<file path="src/rtl/imm_control_fsm_pkg.sv">
// Shared definitions for the immediate-instruction control FSM.
// Holds the FSM state encodings, the instruction classes produced by the
// decoder, the ALU function-select codes, the LEGv8 opcode patterns for the
// immediate instructions, and the bit offsets of every field inside the
// datapath control word, together with a helper that packs those fields.
package imm_control_fsm_pkg;

   // FSM states; the encoding is visible on the top-level state port.
   typedef enum logic [1:0] {
      ST_IDLE  = 2'b00,
      ST_EXEC  = 2'b01,
      ST_MERGE = 2'b10
   } fsmStateT;

   // What the latched instruction turned out to be after decoding.
   typedef enum logic [1:0] {
      OP_ARITH   = 2'b00,
      OP_MOVZ    = 2'b01,
      OP_MOVK    = 2'b10,
      OP_ILLEGAL = 2'b11
   } opClassT;

   // ALU function-select codes.
   localparam logic [4:0] FSEL_AND = 5'b00000;
   localparam logic [4:0] FSEL_ORR = 5'b00100;
   localparam logic [4:0] FSEL_ADD = 5'b01000;
   localparam logic [4:0] FSEL_SUB = 5'b01001;
   localparam logic [4:0] FSEL_EOR = 5'b01100;

   // Ten-bit opcodes found in instruction[31:22].
   localparam logic [9:0] OPC_ADDI  = 10'b1001000100;
   localparam logic [9:0] OPC_ADDIS = 10'b1011000100;
   localparam logic [9:0] OPC_SUBI  = 10'b1101000100;
   localparam logic [9:0] OPC_SUBIS = 10'b1111000100;
   localparam logic [9:0] OPC_ANDI  = 10'b1001001000;
   localparam logic [9:0] OPC_ANDIS = 10'b1111001000;
   localparam logic [9:0] OPC_ORRI  = 10'b1011001000;
   localparam logic [9:0] OPC_EORI  = 10'b1101001000;

   // Nine-bit wide-move opcodes found in instruction[31:23].
   localparam logic [8:0] OPC_MOVZ = 9'b110100101;
   localparam logic [8:0] OPC_MOVK = 9'b111100101;

   // Register 31 reads as zero, which lets MOVZ be done as XZR | K.
   localparam logic [4:0] REG_XZR = 5'd31;

   // Datapath select values used by every immediate instruction.
   localparam logic [1:0] PSEL_HOLD = 2'b00;
   localparam logic [1:0] PSEL_LOAD = 2'b01;
   localparam logic [1:0] DSEL_ALU  = 2'b01;

   // Control word layout, LSB upward:
   // SL, PCsel, Bsel, Dsel[1:0], ramW, regW, Fsel[4:0], SB, SA, DA, Psel[1:0].
   localparam int CW_SL_POS       = 0;
   localparam int CW_PCSEL_POS    = 1;
   localparam int CW_BSEL_POS     = 2;
   localparam int CW_DSEL_POS     = 3;
   localparam int CW_RAMW_POS     = 5;
   localparam int CW_REGW_POS     = 6;
   localparam int CW_FSEL_POS     = 7;
   localparam int CW_SB_POS       = 12;
   localparam int CW_SA_POS       = 17;
   localparam int CW_DA_POS       = 22;
   localparam int CW_PSEL_POS     = 27;
   localparam int CW_FIELDS_WIDTH = 29;

   // Unpacked view of the control word so the FSM can set fields by name.
   typedef struct packed {
      logic [1:0] psel;
      logic [4:0] da;
      logic [4:0] sa;
      logic [4:0] sb;
      logic [4:0] fsel;
      logic       regW;
      logic       ramW;
      logic [1:0] dsel;
      logic       bsel;
      logic       pcSel;
      logic       sl;
   } controlFieldsT;

   // Places each named field at its offset in the flat control word.
   function automatic logic [CW_FIELDS_WIDTH-1:0] packControl(input controlFieldsT f);
      logic [CW_FIELDS_WIDTH-1:0] word;
      word                       = '0;
      word[CW_PSEL_POS +: 2]     = f.psel;
      word[CW_DA_POS +: 5]       = f.da;
      word[CW_SA_POS +: 5]       = f.sa;
      word[CW_SB_POS +: 5]       = f.sb;
      word[CW_FSEL_POS +: 5]     = f.fsel;
      word[CW_REGW_POS]          = f.regW;
      word[CW_RAMW_POS]          = f.ramW;
      word[CW_DSEL_POS +: 2]     = f.dsel;
      word[CW_BSEL_POS]          = f.bsel;
      word[CW_PCSEL_POS]         = f.pcSel;
      word[CW_SL_POS]            = f.sl;
      return word;
   endfunction

endpackage

</file>
<file path="src/rtl/imm_control_fsm_k_gen.sv">
// imm_k_gen: builds the immediate operands for the datapath B input.
//   imm12   - arithmetic/logic immediate, zero-extended to DATA_WIDTH
//   imm16   - wide-move immediate
//   hw      - wide-move halfword select, shift amount is 16*hw
//   arithK  - zero-extended imm12
//   movK    - imm16 shifted into the selected halfword
//   maskK   - all ones except the selected halfword (used by MOVK to clear it)
// Shifts are done at 64 bits and truncated, so a 32-bit build simply loses
// the upper halfwords; the FSM flags those cases as illegal.
module imm_k_gen #(
   parameter int DATA_WIDTH = 64
) (
   input  logic [11:0]           imm12,
   input  logic [15:0]           imm16,
   input  logic [1:0]            hw,
   output logic [DATA_WIDTH-1:0] arithK,
   output logic [DATA_WIDTH-1:0] movK,
   output logic [DATA_WIDTH-1:0] maskK
);

   logic [5:0]  shiftAmount;
   logic [63:0] movWide;
   logic [63:0] maskWide;

   // All three operands are pure functions of the immediate fields, so they
   // are computed combinationally and selected by the FSM afterwards.
   always_comb begin
      shiftAmount = {hw, 4'b0000};
      movWide     = {48'd0, imm16} << shiftAmount;
      maskWide    = ~({48'd0, 16'hFFFF} << shiftAmount);
      arithK      = DATA_WIDTH'(imm12);
      movK        = movWide[DATA_WIDTH-1:0];
      maskK       = maskWide[DATA_WIDTH-1:0];
   end

endmodule

</file>
<file path="src/rtl/imm_control_fsm.sv">
// imm_control_fsm: multi-cycle control unit for LEGv8 immediate instructions.
// Accepts one instruction from fetch while IDLE, latches it, and then drives
// the datapath control word and immediate K for one EXEC cycle (two cycles,
// EXEC then MERGE, for MOVK which clears and then fills a halfword).
// Ports:
//   clock, reset   - single clock, synchronous active-high reset
//   instr_valid    - fetch is offering an instruction
//   instruction    - the offered 32-bit instruction word
//   instr_ready    - high only in IDLE; accept = instr_valid & instr_ready
//   controlWord    - {Psel,DA,SA,SB,Fsel,regW,ramW,Dsel,Bsel,PCsel,SL}
//   K              - immediate operand for the datapath B input
//   state          - current FSM state (IDLE=00, EXEC=01, MERGE=10)
//   illegal        - high during the single EXEC cycle of a bad instruction
module imm_control_fsm
   import imm_control_fsm_pkg::*;
#(
   parameter int DATA_WIDTH = 64,
   parameter int CW_WIDTH   = 29
) (
   input  logic                  clock,
   input  logic                  reset,
   input  logic                  instr_valid,
   input  logic [31:0]           instruction,
   output logic                  instr_ready,
   output logic [CW_WIDTH-1:0]   controlWord,
   output logic [DATA_WIDTH-1:0] K,
   output logic [1:0]            state,
   output logic                  illegal
);

   fsmStateT              stateReg;
   fsmStateT              stateNext;
   logic [31:0]           instrLatched;
   logic                  accept;
   opClassT               opClass;
   logic [4:0]            arithFsel;
   logic                  setFlags;
   logic                  highHalfOn32;
   logic [DATA_WIDTH-1:0] arithK;
   logic [DATA_WIDTH-1:0] movK;
   logic [DATA_WIDTH-1:0] maskK;
   controlFieldsT         fields;

   assign instr_ready = (stateReg == ST_IDLE);
   assign accept      = instr_valid && instr_ready;
   assign state       = stateReg;

   // A 32-bit datapath has no halfwords 2 and 3, so any wide move that
   // selects them cannot be executed.
   assign highHalfOn32 = (DATA_WIDTH == 32) ? instrLatched[22] : 1'b0;

   imm_k_gen #(
      .DATA_WIDTH (DATA_WIDTH)
   ) kGen (
      .imm12  (instrLatched[21:10]),
      .imm16  (instrLatched[20:5]),
      .hw     (instrLatched[22:21]),
      .arithK (arithK),
      .movK   (movK),
      .maskK  (maskK)
   );

   // State and instruction registers. The instruction is captured on the
   // accepting edge and held until the next accept, so the outputs stay
   // stable for the whole EXEC/MERGE sequence. Reset clears both, which also
   // aborts any instruction in flight.
   always_ff @(posedge clock) begin
      if (reset) begin
         stateReg     <= ST_IDLE;
         instrLatched <= '0;
      end else begin
         stateReg <= stateNext;
         if (accept) begin
            instrLatched <= instruction;
         end
      end
   end

   // Decode the latched instruction. Wide moves are matched on nine opcode
   // bits first; everything else is matched on ten bits. Anything that does
   // not match falls through to the illegal class.
   always_comb begin
      opClass   = OP_ILLEGAL;
      arithFsel = FSEL_AND;
      setFlags  = 1'b0;
      if (instrLatched[31:23] == OPC_MOVZ) begin
         opClass = highHalfOn32 ? OP_ILLEGAL : OP_MOVZ;
      end else if (instrLatched[31:23] == OPC_MOVK) begin
         opClass = highHalfOn32 ? OP_ILLEGAL : OP_MOVK;
      end else begin
         case (instrLatched[31:22])
            OPC_ADDI:  begin opClass = OP_ARITH; arithFsel = FSEL_ADD; end
            OPC_ADDIS: begin opClass = OP_ARITH; arithFsel = FSEL_ADD; setFlags = 1'b1; end
            OPC_SUBI:  begin opClass = OP_ARITH; arithFsel = FSEL_SUB; end
            OPC_SUBIS: begin opClass = OP_ARITH; arithFsel = FSEL_SUB; setFlags = 1'b1; end
            OPC_ANDI:  begin opClass = OP_ARITH; arithFsel = FSEL_AND; end
            OPC_ANDIS: begin opClass = OP_ARITH; arithFsel = FSEL_AND; setFlags = 1'b1; end
            OPC_ORRI:  begin opClass = OP_ARITH; arithFsel = FSEL_ORR; end
            OPC_EORI:  begin opClass = OP_ARITH; arithFsel = FSEL_EOR; end
            default:   begin opClass = OP_ILLEGAL; end
         endcase
      end
   end

   // Next-state logic. Only MOVK needs the second MERGE cycle; illegal
   // instructions spend their one EXEC cycle and return to IDLE.
   always_comb begin
      stateNext = stateReg;
      case (stateReg)
         ST_IDLE:  stateNext = accept ? ST_EXEC : ST_IDLE;
         ST_EXEC:  stateNext = (opClass == OP_MOVK) ? ST_MERGE : ST_IDLE;
         ST_MERGE: stateNext = ST_IDLE;
         default:  stateNext = ST_IDLE;
      endcase
   end

   // Control word and K. Everything defaults to zero so IDLE drives a
   // harmless all-zero word. MOVK first ANDs the destination with a mask that
   // clears the target halfword (Psel held), then ORs the shifted immediate
   // back in during MERGE. MOVZ ORs the shifted immediate into XZR.
   always_comb begin
      fields  = '0;
      K       = '0;
      illegal = 1'b0;
      case (stateReg)
         ST_EXEC: begin
            case (opClass)
               OP_ARITH: begin
                  fields.psel = PSEL_LOAD;
                  fields.da   = instrLatched[4:0];
                  fields.sa   = instrLatched[9:5];
                  fields.fsel = arithFsel;
                  fields.regW = 1'b1;
                  fields.dsel = DSEL_ALU;
                  fields.bsel = 1'b1;
                  fields.sl   = setFlags;
                  K           = arithK;
               end
               OP_MOVZ: begin
                  fields.psel = PSEL_LOAD;
                  fields.da   = instrLatched[4:0];
                  fields.sa   = REG_XZR;
                  fields.fsel = FSEL_ORR;
                  fields.regW = 1'b1;
                  fields.dsel = DSEL_ALU;
                  fields.bsel = 1'b1;
                  K           = movK;
               end
               OP_MOVK: begin
                  fields.psel = PSEL_HOLD;
                  fields.da   = instrLatched[4:0];
                  fields.sa   = instrLatched[4:0];
                  fields.fsel = FSEL_AND;
                  fields.regW = 1'b1;
                  fields.dsel = DSEL_ALU;
                  fields.bsel = 1'b1;
                  K           = maskK;
               end
               default: begin
                  fields.psel = PSEL_LOAD;
                  illegal     = 1'b1;
               end
            endcase
         end
         ST_MERGE: begin
            fields.psel = PSEL_LOAD;
            fields.da   = instrLatched[4:0];
            fields.sa   = instrLatched[4:0];
            fields.fsel = FSEL_ORR;
            fields.regW = 1'b1;
            fields.dsel = DSEL_ALU;
            fields.bsel = 1'b1;
            K           = movK;
         end
         default: begin
            fields  = '0;
            K       = '0;
            illegal = 1'b0;
         end
      endcase
   end

   assign controlWord = CW_WIDTH'(packControl(fields));

endmodule

</file>
<file path="config.mk">
export PLATFORM = sky130hd
export DESIGN_NAME = imm_control_fsm
export DESIGN_NICKNAME = d
export VERILOG_FILES = /design/src/rtl/imm_control_fsm_pkg.sv /design/src/rtl/imm_control_fsm_k_gen.sv /design/src/rtl/imm_control_fsm.sv
export SDC_FILE = /design/constraint.sdc
export NUM_CORES = 1
export LEC_CHECK = 0
export BUFFER_PORTS_ARGS = -buffer_cell sky130_fd_sc_hd__buf_2
export CAP_MARGIN = 15
export CORE_ASPECT_RATIO = 1.5
export CORE_MARGIN = 2
export CORE_UTILIZATION = 49
export CTS_CLUSTER_DIAMETER = 50
export CTS_CLUSTER_SIZE = 30
export DETAILED_ROUTE_END_ITERATION = 8
export GPL_TIMING_DRIVEN = 0
export PLACE_DENSITY = 0.78
export SLEW_MARGIN = 20
export SYNTH_ARGS = -nofsm -noshare
export SYNTH_HDL_FRONTEND = slang
export SYNTH_SLANG_ARGS = --single-unit
</file>
<file path="constraint.sdc">
create_clock -name clock -period 2.49 [get_ports clock]
set_input_delay 0.1245 -clock clock [delete_from_list [all_inputs] [get_ports clock]]
set_output_delay 0.1245 -clock clock [all_outputs]
set_load 0.02 [all_outputs]
</file>
# [Word-level counts from Yosys, hierarchy flattened]
# Cells that the tools add are included.
[op_classes] n_eq_ne=14 shifts=2 muxes=25 bitwise=1 n_reduce_logical=8
[ops] op="64-bit one-hot mux with 3 select lines" count=1
[ops] op="64-bit one-hot mux with 2 select lines" count=1
[ops] op="10-bit == test, second input constant" count=8
[ops] op="64-bit NOT" count=1
[ops] op="16-bit by 6-bit << shifter with 64-bit output" count=1
[ops] op="16-bit by 6-bit << shifter with 64-bit output, first input constant" count=1
[ops] op="10-bit one-hot mux with 3 select lines" count=1
[ops] op="12-bit one-hot mux with 2 select lines" count=1
[ops] op="9-bit == test, second input constant" count=2
[ops] op="6-bit one-hot mux with 3 select lines" count=1
[ops] op="4-bit one-hot mux with 4 select lines" count=1
[ops] op="6-bit one-hot mux with 2 select lines" count=1
[ops] op="2-bit two-way mux" count=5
[ops] op="1-bit two-way mux" count=9
[ops] op="4-bit two-way mux" count=2
[ops] op="8-bit OR reduction" count=1
[ops] op="3-bit one-hot mux with 2 select lines" count=1
[ops] op="3-bit OR reduction" count=2
[ops] op="2-bit by 1-bit == test with 1-bit output, second input constant" count=2
[ops] op="2-bit == test, second input constant" count=2
[ops] op="2-bit logical NOT" count=2
[ops] op="2-bit one-hot mux with 2 select lines" count=1
[ops] op="2-bit OR reduction" count=2
[ops] op="1-bit logical AND" count=1
[word_totals] reg_bits=34 in_bits=35 out_inout_bits=97 elab_cells=52

# [Logic depth before layout (Yosys ltp)]
[depth] depth_word=9 depth_mapped=8

# [By module]
# A second synthesis with hierarchy kept.
[unflattened] cells_unflattened=668 area_unflattened_um2=4845.9
[by_module_without_submodules] module="imm_control_fsm" n_inst=1 cells_per_inst=461 area_per_inst_um2=3240.6 seq_area_each_um2=680.7
[by_module_without_submodules] module="imm_k_gen" n_inst=1 cells_per_inst=207 area_per_inst_um2=1605.3 seq_area_each_um2=0.0

# [Worst setup path after synthesis]
# No wires, ideal clock.
[synth_timing] path_type="register -> output" from="register stateReg[0], in the netlist state[0]" to="output port K[56]" t_arrival_ps=1961 required_ps=2365 path_slack_ps=404 stages_incl_launch_ff=8 path_buffers=2 cell_sequence="dfxtp_1 ha_1 nand2_1 or4_1 buf_2 buf_6 o221ai_1 and2_1"
[synth_via] elab_chain_len=2 word_cells_on_any_way=3
[synth_lines] element="start: declaration" line="imm_control_fsm.sv:31" rtl="fsmStateT stateReg;"
[synth_lines] element="start signal: assignment" line="imm_control_fsm.sv:72" rtl="stateReg <= stateNext;"
[synth_lines] element="2-bit == test / 2-bit by 1-bit == test with 1-bit output (equally long branches)" line="imm_control_fsm.sv:125" rtl="case (stateReg)"
[synth_lines] element="64-bit one-hot mux with 2 select lines (*)" line="imm_control_fsm.sv:125"
[synth_lines] element="end: declaration" line="imm_control_fsm.sv:26" rtl="output logic [DATA_WIDTH-1:0] K,"
# Every way passes the cells marked *; elsewhere a longest branch is shown, timed or not.

# [Worst setup path after layout]
[layout_timing] from="register stateReg[1], in the netlist state[1]" to="output port K[27]"
# Same word-level chain as after synthesis.

==> impl_metrics.tcl <==
set metrics [dict create \
    drt_iter0_markers 355 \
    crit_fanout 10 \
    relSlewSlack 0.578 \
    insertion_delay_ns 0.29 \
    reg2reg_depth 7 \
    pin_count 132 \
    fin_tns_setup_ns 0 \
    drc 0 \
    drv_cap 0 \
    syn_area_um2 3210 \
    synth_seq_area_share 0.212 \
    start_util 0.499 \
    worst_setup_path_end_kind "output pin" \
    synth-main-ff-cell "dfxtp_1" \
    timing.fmax_ghz 0.410 \
    core_area_um2 6440 \
    status "completed" \
    die_area_um2 7230 \
    place_area_um2 3940 \
    total_power_mw 1.31 \
    overflow 0 \
    dieHeight_um 103 \
    dr.pass1.iters 6 \
    hold_depth 3 \
    ir_drop_mv 0.351 \
    drt_wl_total_mm 11.9 \
    cts-root-buf "clkbuf_8" \
    fin_cells 688 \
    hold_class "input pin to register" \
    power.density_nw_per_um2 314 \
    avgRoutedWirePerCell_um 17.3 \
    critPathRequiredTime_ns 2.37 \
    row_count 36 \
    layout_commonest_cell "buf_2" \
    grt_util_all_layers 0.308 \
    portBuffers 119 \
    synthCells 473 \
    yosys_warnings 0 \
    arrival_ns 2.32 \
    ys_types 44 \
    synth-edff-count 0 \
    dp.cells 678 \
    clock-sinks 34 \
    fin_area_um2 4180 \
    cp-startpoint "state[1]$_SDFF_PP0_" \
    die_w_um 70.1 \
    cts_tree "yes" \
    antenna_found_initial 0 \
    clockBufferDepth 2 \
    final_cell_mix "buf_2 (122), nand2_1 (113), and2_1 (50)" \
    drv_slew 0 \
    synthArstFlopShare 0 \
    fin_worst_skew_ns 0.00396 \
    place.gp.congestion 0.997 \
    ys_ff_latch 34 \
    worstMarginPinSlew_ns 0.633 \
    synthToLayoutAreaGrowth_pct 30.2 \
    cts.reportedPaths.clkPinSlew_ns 0.07 \
    grt_pass1_vias 3682 \
    diodes 0 \
    dp_hpwl_mm 9.01 \
    postRouteAntennaNets 0 \
    rrSetupSlack_ns 0.77 \
    setup_viol 0 \
    drive_gt1_frac 0.302 \
    via_per_inst 6.03 \
    hold_buffers 0 \
    fin_crit_sh 0.980 \
    r2r-end "instrLatched[9]$_SDFFE_PP0P_" \
    grt_pass1_wl_mm 17.7 \
    start_kind "register" \
    hold_viol 0 \
    layout.nets 649 \
    hold-path-endpoint "instrLatched[21]$_SDFFE_PP0P_" \
    htreeDepth 2 \
    r2r_start "state[0]$_SDFF_PP0_" \
    fin_util 0.649 \
    crit_type "register to output pin" \
    postSynthAreaPerCell_um2 6.79 \
    p_leak_nw 1.83 \
    grt_start_max_net_pins 11 \
    min_period_ns 2.44 \
    min-delay-start "instruction[21]" \
    numCtsBuffers 5 \
    vias 4149 \
]
==> worst max-delay path: stages (launching register included) <==
cell and delay, ns:
dfxtp_1 0.34, inv_2 0.10, ha_4 0.17, nand2_1 0.11, or4_1 0.49, buf_4 0.18, buf_6 0.15, o221ai_1 0.18
and2_1 0.14, buf_2 0.15
==> metal layers <==
metal / wire (µm) / up-vias / GRT usage
met5: 0 / - / 0
met4: 488 / 0 / 0.172
met3: 947 / 50 / 0.0293
met2: 6220 / 249 / 0.575
met1: 4260 / 1896 / 0.340
li1: - / 1954 / -
==> through the flow <==
stage	hold slack [ns]	setup WS (ns)
6_report	0.0668	0.0501
5_1_grt	0.0842	-0.0474
4_1_cts	0.0682	0.00818
3_5_place_dp	0.373	0.242
3_3_place_gp	0.366	0.237
2_1_floorplan	0.260	0.404
==> logic make-up (layout without fill, tap and decap cells) <==
| kind of cell | count (synthesis) | after routing | share of synthesized area |
|---|---|---|---|
| and+or+nand+nor | 229 | 229 | 0.361 |
| adders and majority gates | 3 | 3 | 0.0117 |
| xor gates and xnor gates | 1 | 1 | 0.00273 |
| other | 1 | 11 | 0.00117 |
| DFF | 34 | 34 | 0.212 |
| buffers and inverters | 74 | 203 | 0.116 |
| AOI/OAI and AO/OA | 131 | 131 | 0.296 |
==> how the worst max path moves through the flow <==
stage	end	slack, ns	cells past startpoint
6_report	K[27]	0.05	9
5_1_grt	K[40]	-0.05	9
4_1_cts	K[5]	0.008	7
3_5_place_dp	K[5]	0.24	6
3_3_place_gp	K[3]	0.24	7
2_1_floorplan	K[56]	0.40	7
==> timing repair <==
item	CTS	global route
gates cloned	0	0
resized for setup	5	37
pin swaps	0	4
setup buffers	0	6
endpoints found under the setup margin	42	62
==> registers in the layout, indices dropped and copies added (netlist names) <==
name and cells:
instrLatched 32, state 2
==> synth_stat cells (2+ instances only) <==
master	number	area share
nand2_1	113	0.13
and2_1	50	0.097
o221ai_1	48	0.13
a21oi_1	40	0.062
dfxtp_1	34	0.21
clkbuf_1	33	0.039
a32oi_1	14	0.038
buf_4	13	0.030
nand2b_1	13	0.025
buf_2	11	0.017
inv_1	11	0.013
o21ai_0	11	0.017
nor3_1	10	0.016
nand4_1	8	0.016
nor2_1	8	0.0093
nand3_1	5	0.0078
nor2b_1	5	0.0097
o2bb2ai_1	5	0.014
a2bb2o_1	4	0.012
buf_6	4	0.014
ha_1	3	0.012
nor3b_1	3	0.0070
nor4_1	3	0.0058
or4_1	3	0.0070
a22oi_1	2	0.0047
==> area by class of cell <==
type	count	area, µm²
inverters	11	41.3
flip-flops and latches	34	682
fillers	629	2260
well taps	76	95.1
repair buffers	125	656
clock buffers	7	86.3
multi-input cells	375	2290
clock inverters	1	5.00
plain buffers	59	327
==> report_power, final <==
part / leakage, nW / total, mW / internal [mW] / switching, mW
combinational: 1.50 / 0.266 / 0.0929 / 0.173
sequential: 0.280 / 0.617 / 0.575 / 0.0419
clock: 0.0482 / 0.430 / 0.223 / 0.207
Power figures use the tool's default switching activity.
